## src/rtl/dp_ctrl_seq.sv

```systemverilog
`default_nettype none
// ============================================================================
// Module   : dp_ctrl_seq
// Brief    : Micro-instruction sequencer that replays a loaded program of
//            control words, each with a repeat count, onto a datapath.
// Revision : 1.0 - initial release
// ============================================================================
module dp_ctrl_seq #(
    parameter int num_col      = 6,
    parameter int dwidth_RFadd = 4,
    parameter int IMEM_DEPTH   = 16,
    parameter int CNT_W        = 8,
    localparam int CW_W = (num_col - 1) * (4 + 2 + 2 * dwidth_RFadd) + num_col,
    localparam int AW   = $clog2(IMEM_DEPTH),
    localparam int LW   = AW + 1
) (
    input  logic                                 clk,
    input  logic                                 rst,
    input  logic                                 prog_valid,
    input  logic [CW_W+CNT_W-1:0]                prog_word,
    output logic                                 prog_ready,
    input  logic                                 start,
    input  logic                                 abort,
    input  logic                                 stream_valid,
    output logic [(num_col-1)*4-1:0]             sel_mux4,
    output logic [(num_col-1)*2-1:0]             op,
    output logic [num_col-1:0]                   wen_RF,
    output logic [dwidth_RFadd*(num_col-1)-1:0]  rd_addr_RF,
    output logic [dwidth_RFadd*(num_col-1)-1:0]  wr_addr_RF,
    output logic                                 issue_valid,
    output logic                                 busy,
    output logic                                 done,
    output logic [LW-1:0]                        prog_len
);

    localparam int c_SEL_W  = (num_col - 1) * 4;
    localparam int c_OP_W   = (num_col - 1) * 2;
    localparam int c_WEN_W  = num_col;
    localparam int c_AD_W   = dwidth_RFadd * (num_col - 1);
    localparam int c_OP_LO  = c_SEL_W;
    localparam int c_WEN_LO = c_OP_LO + c_OP_W;
    localparam int c_RD_LO  = c_WEN_LO + c_WEN_W;
    localparam int c_WR_LO  = c_RD_LO + c_AD_W;
    localparam int c_PW     = CW_W + CNT_W;

    typedef enum logic [1:0] {
        S_IDLE = 2'd0,
        S_RUN  = 2'd1,
        S_DONE = 2'd2
    } state_t;

    state_t             r_state;
    logic [AW-1:0]      r_pc;
    logic [CNT_W-1:0]   r_rep;
    logic [LW-1:0]      r_len;
    logic [CW_W-1:0]    r_cw;
    logic               r_busy;
    logic               r_done;
    logic [c_PW-1:0]    r_imem [IMEM_DEPTH];

    logic               w_ready;
    logic               w_load;
    logic               w_start;
    logic               w_last;
    logic               w_beat;
    logic [AW-1:0]      w_pc_nxt;
    logic [c_PW-1:0]    w_word0;
    logic [c_PW-1:0]    w_next;

    assign w_ready  = (r_state == S_IDLE) && (r_len < LW'(IMEM_DEPTH));
    assign w_load   = prog_valid && w_ready;
    assign w_pc_nxt = r_pc + AW'(1);
    assign w_next   = r_imem[w_pc_nxt];
    assign w_last   = ({1'b0, r_pc} == (r_len - LW'(1)));
    assign w_beat   = (r_state == S_RUN) && stream_valid;

    // A word loaded in the start cycle into an empty program becomes word 0
    // before the memory write lands, so forward it.
    assign w_word0  = (r_len == '0) ? prog_word : r_imem[0];
    assign w_start  = start && !abort && ((r_len != '0) || w_load);

    always_ff @(posedge clk) begin
        if (w_load) begin
            r_imem[r_len[AW-1:0]] <= prog_word;
        end
    end

    always_ff @(posedge clk or posedge rst) begin
        if (rst) begin
            r_state <= S_IDLE;
            r_pc    <= '0;
            r_rep   <= '0;
            r_len   <= '0;
            r_cw    <= '0;
            r_busy  <= 1'b0;
            r_done  <= 1'b0;
        end else begin
            case (r_state)
                S_IDLE: begin
                    if (abort) begin
                        r_len <= '0;
                    end else begin
                        if (w_load) begin
                            r_len <= r_len + LW'(1);
                        end
                        if (w_start) begin
                            r_state <= S_RUN;
                            r_pc    <= '0;
                            r_rep   <= w_word0[c_PW-1:CW_W];
                            r_cw    <= w_word0[CW_W-1:0];
                            r_busy  <= 1'b1;
                        end
                    end
                end
                S_RUN: begin
                    if (abort) begin
                        r_state <= S_DONE;
                        r_busy  <= 1'b0;
                        r_done  <= 1'b1;
                    end else if (stream_valid) begin
                        if (r_rep != '0) begin
                            r_rep <= r_rep - CNT_W'(1);
                        end else if (!w_last) begin
                            r_pc  <= w_pc_nxt;
                            r_rep <= w_next[c_PW-1:CW_W];
                            r_cw  <= w_next[CW_W-1:0];
                        end else begin
                            r_state <= S_DONE;
                            r_busy  <= 1'b0;
                            r_done  <= 1'b1;
                        end
                    end
                end
                S_DONE: begin
                    r_state <= S_IDLE;
                    r_done  <= 1'b0;
                    r_cw    <= '0;
                end
                default: begin
                    r_state <= S_IDLE;
                    r_busy  <= 1'b0;
                    r_done  <= 1'b0;
                    r_cw    <= '0;
                end
            endcase
        end
    end

    // Stalls hold the word but must never write the register file.
    assign wen_RF      = w_beat ? r_cw[c_WEN_LO +: c_WEN_W] : '0;
    assign issue_valid = w_beat;

    assign sel_mux4    = r_cw[0 +: c_SEL_W];
    assign op          = r_cw[c_OP_LO +: c_OP_W];
    assign rd_addr_RF  = r_cw[c_RD_LO +: c_AD_W];
    assign wr_addr_RF  = r_cw[c_WR_LO +: c_AD_W];
    assign prog_ready  = w_ready;
    assign busy        = r_busy;
    assign done        = r_done;
    assign prog_len    = r_len;

endmodule
`default_nettype wire

```

## config.mk

```make
export PLATFORM = sky130hd
export DESIGN_NAME = dp_ctrl_seq
export DESIGN_NICKNAME = d
export VERILOG_FILES = /design/src/rtl/dp_ctrl_seq.sv
export SDC_FILE = /design/constraint.sdc
export NUM_CORES = 2
export LEC_CHECK = 0
export CAP_MARGIN = 20
export CORE_UTILIZATION = 25
export DETAILED_ROUTE_END_ITERATION = 10
export GPL_TIMING_DRIVEN = 0
export SYNTH_ARGS = -nofsm -noshare
export SYNTH_HDL_FRONTEND = slang
export SYNTH_SLANG_ARGS = --single-unit
```

## constraint.sdc

```tcl
create_clock -name clk -period 8.8 [get_ports clk]
set_input_delay 1.32 -clock clk [delete_from_list [all_inputs] [get_ports clk]]
set_output_delay 1.32 -clock clk [all_outputs]
set_load 0.01 [all_outputs]
```

; Yosys cells after proc, flatten, opt, wreduce, memory -nomap -nowiden
; Memories as Yosys holds them, arrays and structs flattened.
; Index checks and enable logic that the tools add are counted.
[word_totals]
regBits = 97
latchBits = 0
ram_bits = 1344
romBits = 0
inputBits = 90
output_inout_bits = 85
wordCells = 94
memories = 1
[memory_table]
columns = name, depth, width, rd, rd_ports_with_merged_regs, wr, line
row1 = r_imem, 16, 84, 2, 0, 1, 59  ; logic [c_PW-1:0] r_imem [IMEM_DEPTH];
[classes]
addsub = 4
n_mul = 0
n_div = 0
magnitude_cmp = 1
n_eq_ne = 13
n_shift = 0
n_mux = 46
bitwise = 2
n_reduce_logical = 20
[ops]
columns = cell, count
row1 = $mux 76, 6
row2 = $pmux 76 s2, 1
row3 = $mux 84, 1
row4 = $mux 8, 6
row5 = $mux 4, 6
row6 = $reduce_and 6->1, 3
row7 = $pmux 8 s2, 1
row8 = $mux 1, 12
row9 = $mux 2, 6
row10 = $ne 2x2->1 const B, 6
row11 = $mux 5, 2
row12 = $ne 3x3->1 const B, 3
row13 = $pmux 4 s2, 1
row14 = $reduce_bool 8->1, 1
row15 = $sub 8x1->8 const B, 1
row16 = $reduce_and 7->1, 1
row17 = $mux 6, 1
row18 = $add 5x1->5 const B, 1
row19 = $eq 4x5->1, 1
row20 = $logic_and 1x1->1, 5
row21 = $logic_not 5->1, 1
row22 = $lt 5x5->1 const B, 1
row23 = $reduce_and 5->1, 1
row24 = $reduce_bool 5->1, 1
row25 = 15 further kinds, 17

; Longest topological paths before layout
[depth]
depth_word = 8
mapped_depth = 10
ltp_nobuf = 7

; Worst setup path before layout
; OpenSTA, ideal clock, no wires.
[synth_path]
kind = input port to flip-flop
from = in prog_valid
to = mem r_imem[3][0] in the netlist's numbering, enable pin
setup_time_ps = 629
arrival_ps = 7554
required_time_ps = 8171
path_slack_ps = 617
path_stages = 3
n_path_buf = 0
cell_sequence = nor3b_2 -> nand2_1 -> nor3_1
[synth_between]
elab_chain_len = 3
[synth_lines]
columns = item, line
row1 = start: declaration, 19  ; input logic prog_valid,
row2 = $logic_and 1x1->1, 71  ; assign w_load = prog_valid && w_ready;
row3 = $mux 1, 83  ; if (w_load) begin
row4 = $mux 1 (not written as such), 84  ; r_imem[r_len[AW-1:0]] <= prog_word;
row5 = end: declaration, 59
; No other way between the ends.

; Final worst setup path
[layout_path]
from = in prog_valid
to = mem r_imem[3][38] in the netlist's numbering, enable pin
; Same word-level chain as after synthesis.

==> results.yml <==
logic_synthesis:
  ys_async_sr_fraction: 0.0673
  synth_top_cell_by_area: "edfxtp_1"
  synth_cell_type_count: 57
  synth_area_mm2: 0.0573
  synth_top_area_frac: 0.705
  synth-seq-cells: 1441
  synth_cells: 2862
  yosysSeqAreaShare: 0.747
  synth_nets: 2960
  syn_area_per_cell_um2: 20.0
  synth_edf_count: 1344
  synth_area_leaders: "edfxtp_1 (70%), mux4_2 (13%), dfrtp_1 (4.2%)"
  synth_top_flop_cell: "edfxtp_1"
  yosys_warnings: 0
layout:
  final_util: 0.303
  nFillCells: 22000
  multiInputGateArea_mm2: 0.0131
  seqCellArea_mm2: 0.0428
  syn_to_final_growth_pct: 20.5
  nNetsFinal: 3373
  layout-drive-gt1-share: 0.243
global_routing:
  grt_antenna_before_repair: 41
  grt_max_degree: 65
  grt_pass1_vias: 30800
  grt_first_pass_wirelength_mm: 227
  track_usage: 0.138
  overflow: 0
clock_tree:
  clock_latency_ns: 0.76
  cts_buffers: 133
  cts_htree_levels: 4
  cts_tree: "yes"
  ctsHoldBuffers: 0
  clk_pin_slew_worst_paths_ns: 0.06
  cts.sinks: 1441
  post-cts-setup-buffers: 0
  clk_path_buf_depth: 3
  clockRootBuffer: "clkbuf_16"
  ctsResizeCount: 0
detailed_routing:
  routed_via_density: 4.76
  drcViolationCount: 0
  wl_per_cell_um: 25.4
  drt_wl_total_mm: 162
  ant_nets: 0
  drt_iter0_drc: 3583
  vias: 30500
  firstDrtPassIters: 6
outcome:
  outcome: "completed"
setup_path:
  worstSetupEndpointType: "register"
  required_ns: 9.26
  start_kind: "primary input"
  critPathKind: "primary input to register"
  cp.arrival_ns: 5.53
  path_max_fanout: 8
sta:
  setup_viol: 0
  finClkSkew_ns: 0.0345
  tightest_slew_ns: 1.16
  setup_ws_ns: 3.73
  hold_viol: 0
  finalCritPeriodShare: 0.576
  relSlewSlack: 0.224
  period_minus_slack_ns: 5.07
  maxSlewViolCount: 0
  rsz0062_at_grt: "false"
  timing.fmax_ghz: 0.197
floorplanning:
  io_pins: 175
  die_y_um: 481
  die_w_um: 481
  rows: 175
  die_area_mm2: 0.231
  initial_core_util: 0.252
  core_mm2: 0.227
place:
  dp_hpwl_mm: 108
  gp_congestion: 0.803
  port_buffers: 173
  pre_cts_slack_ns: 3.00
power_and_ir_drop:
  power.density_mw_per_mm2: 295
  ir_drop_mv: 0.174
  power.leakage_nw: 21.3
  p_total_mw: 20.3
flow_run:
  cap_violations: 0
worst_hold_path:
  hold_class: "register to register"
## final timing paths
check                      slack [ns]  cells after the start              startpoint                 endpoint
min in group asynchronous        1.16                      2                     rst     r_cw[22]$_DFFE_PP0P_
max in group asynchronous        6.80                      3                     rst      r_cw[0]$_DFFE_PP0P_
hold reg to reg                  0.52                      1    r_cw[30]$_DFFE_PP0P_     r_cw[30]$_DFFE_PP0P_
hold / removal                   0.52                      1    r_cw[30]$_DFFE_PP0P_     r_cw[30]$_DFFE_PP0P_
setup / recovery                 3.73                     10              prog_valid  r_imem[3][38]$_DFFE_PP_
setup reg to reg                 4.37                     12  r_state[0]$_DFFE_PP0P_  r_imem[3][38]$_DFFE_PP_
## critical path, cell delays in order
cell and delay (ns):
clkdlybuf4s50_1 1.03, nor3b_2 0.61, nand2_1 0.44, nor3_2 0.87
buf_8 0.25, buf_6 0.19, buf_4 0.23, buf_8 0.18
buf_6 0.18, buf_6 0.17
## cell usage after synthesis, drive strengths merged, types with 6 or more instances
master / n
clkbuf: 97
nand3: 65
ha: 8
nor3: 12
o31ai: 7
dfrtp: 97
a221o: 48
a31oi: 7
nand2: 161
mux2i: 160
xnor2: 9
xor2: 6
inv: 41
o211ai: 31
nor2: 25
o21ai: 15
o31a: 29
and2: 6
mux4: 336
buf: 153
o22ai: 75
edfxtp: 1344
a21oi: 87
## sequential cells by signal, indices dropped and copies added (netlist names)
| name | flops |
|---|---|
| prog_len | 5 |
| r_rep | 8 |
| r_state | 2 |
| r_imem | 1344 |
| done | 1 |
| r_cw | 76 |
| busy | 1 |
| r_pc | 4 |
## cells by family (layout without fill, tap and decap cells)
group                    after synthesis  after routing  share of synthesized area
flip-flops                          1441           1441                      0.747
multiplexers                         497            497                      0.160
AO/OA/AOI/OAI                        318            318                     0.0392
AND/OR/NAND/NOR                      292            292                     0.0228
buffers and inverters                291            814                     0.0262
XOR/XNOR                              15             15                    0.00243
adder cells (fa/ha/maj)                8              8                    0.00175
other                                  0              7                          0
## area by class of cell
cell class / count / area share
clock buffers: 177 / 0.0536
clock inverters: 68 / 0.00965
plain buffers: 250 / 0.0195
multi-input cells: 1130 / 0.190
flip-flops and latches: 1441 / 0.620
well taps: 3009 / 0.0546
repair buffers: 278 / 0.0504
diodes: 7 / 0.000254
inverters: 41 / 0.00230
## placed cells by master (no fill, tap or decap), types with 75 or more instances in the layout
master,count
clkbuf_16,137
dfrtp_1,97
clkdlybuf4s50_1,173
a21oi_1,87
buf_4,79
edfxtp_1,1344
nand2_1,161
mux4_2,336
o22ai_1,75
clkbuf_1,123
mux2i_1,160
## power by group
part	leakage [nW]	switching, mW	internal (mW)	total, mW
registers	13.3	0.227	7.82	8.05
clock network	2.14	2.56	3.30	5.86
logic	5.86	3.45	2.97	6.43
total	21.3	6.24	14.1	20.3
## layer usage
| metal | GRT usage | wire length (um) |
|---|---|---|
| met3 | 0.0362 | 15500 |
| met1 | 0.189 | 68200 |
| met5 | 0 | 158 |
| met4 | 0.0397 | 3920 |
| met2 | 0.215 | 74700 |
## metrics by stage
| step | hold slack (ns) | std cells | instance area (um2) | TNS [ns] |
|---|---|---|---|---|
| detailed placement | 0.498 | 6147 | 64600 | 0 |
| floorplan | 0.471 | 2862 | 57300 | 0 |
| global route | 0.537 | 6396 | 69000 | 0 |
| CTS | 0.519 | 6392 | 68900 | 0 |
| finish | 0.520 | 6401 | 69000 | 0 |
| global placement | 0.491 | 6044 | 62700 | -6247.63 |
Power figures use the tool's default switching activity.
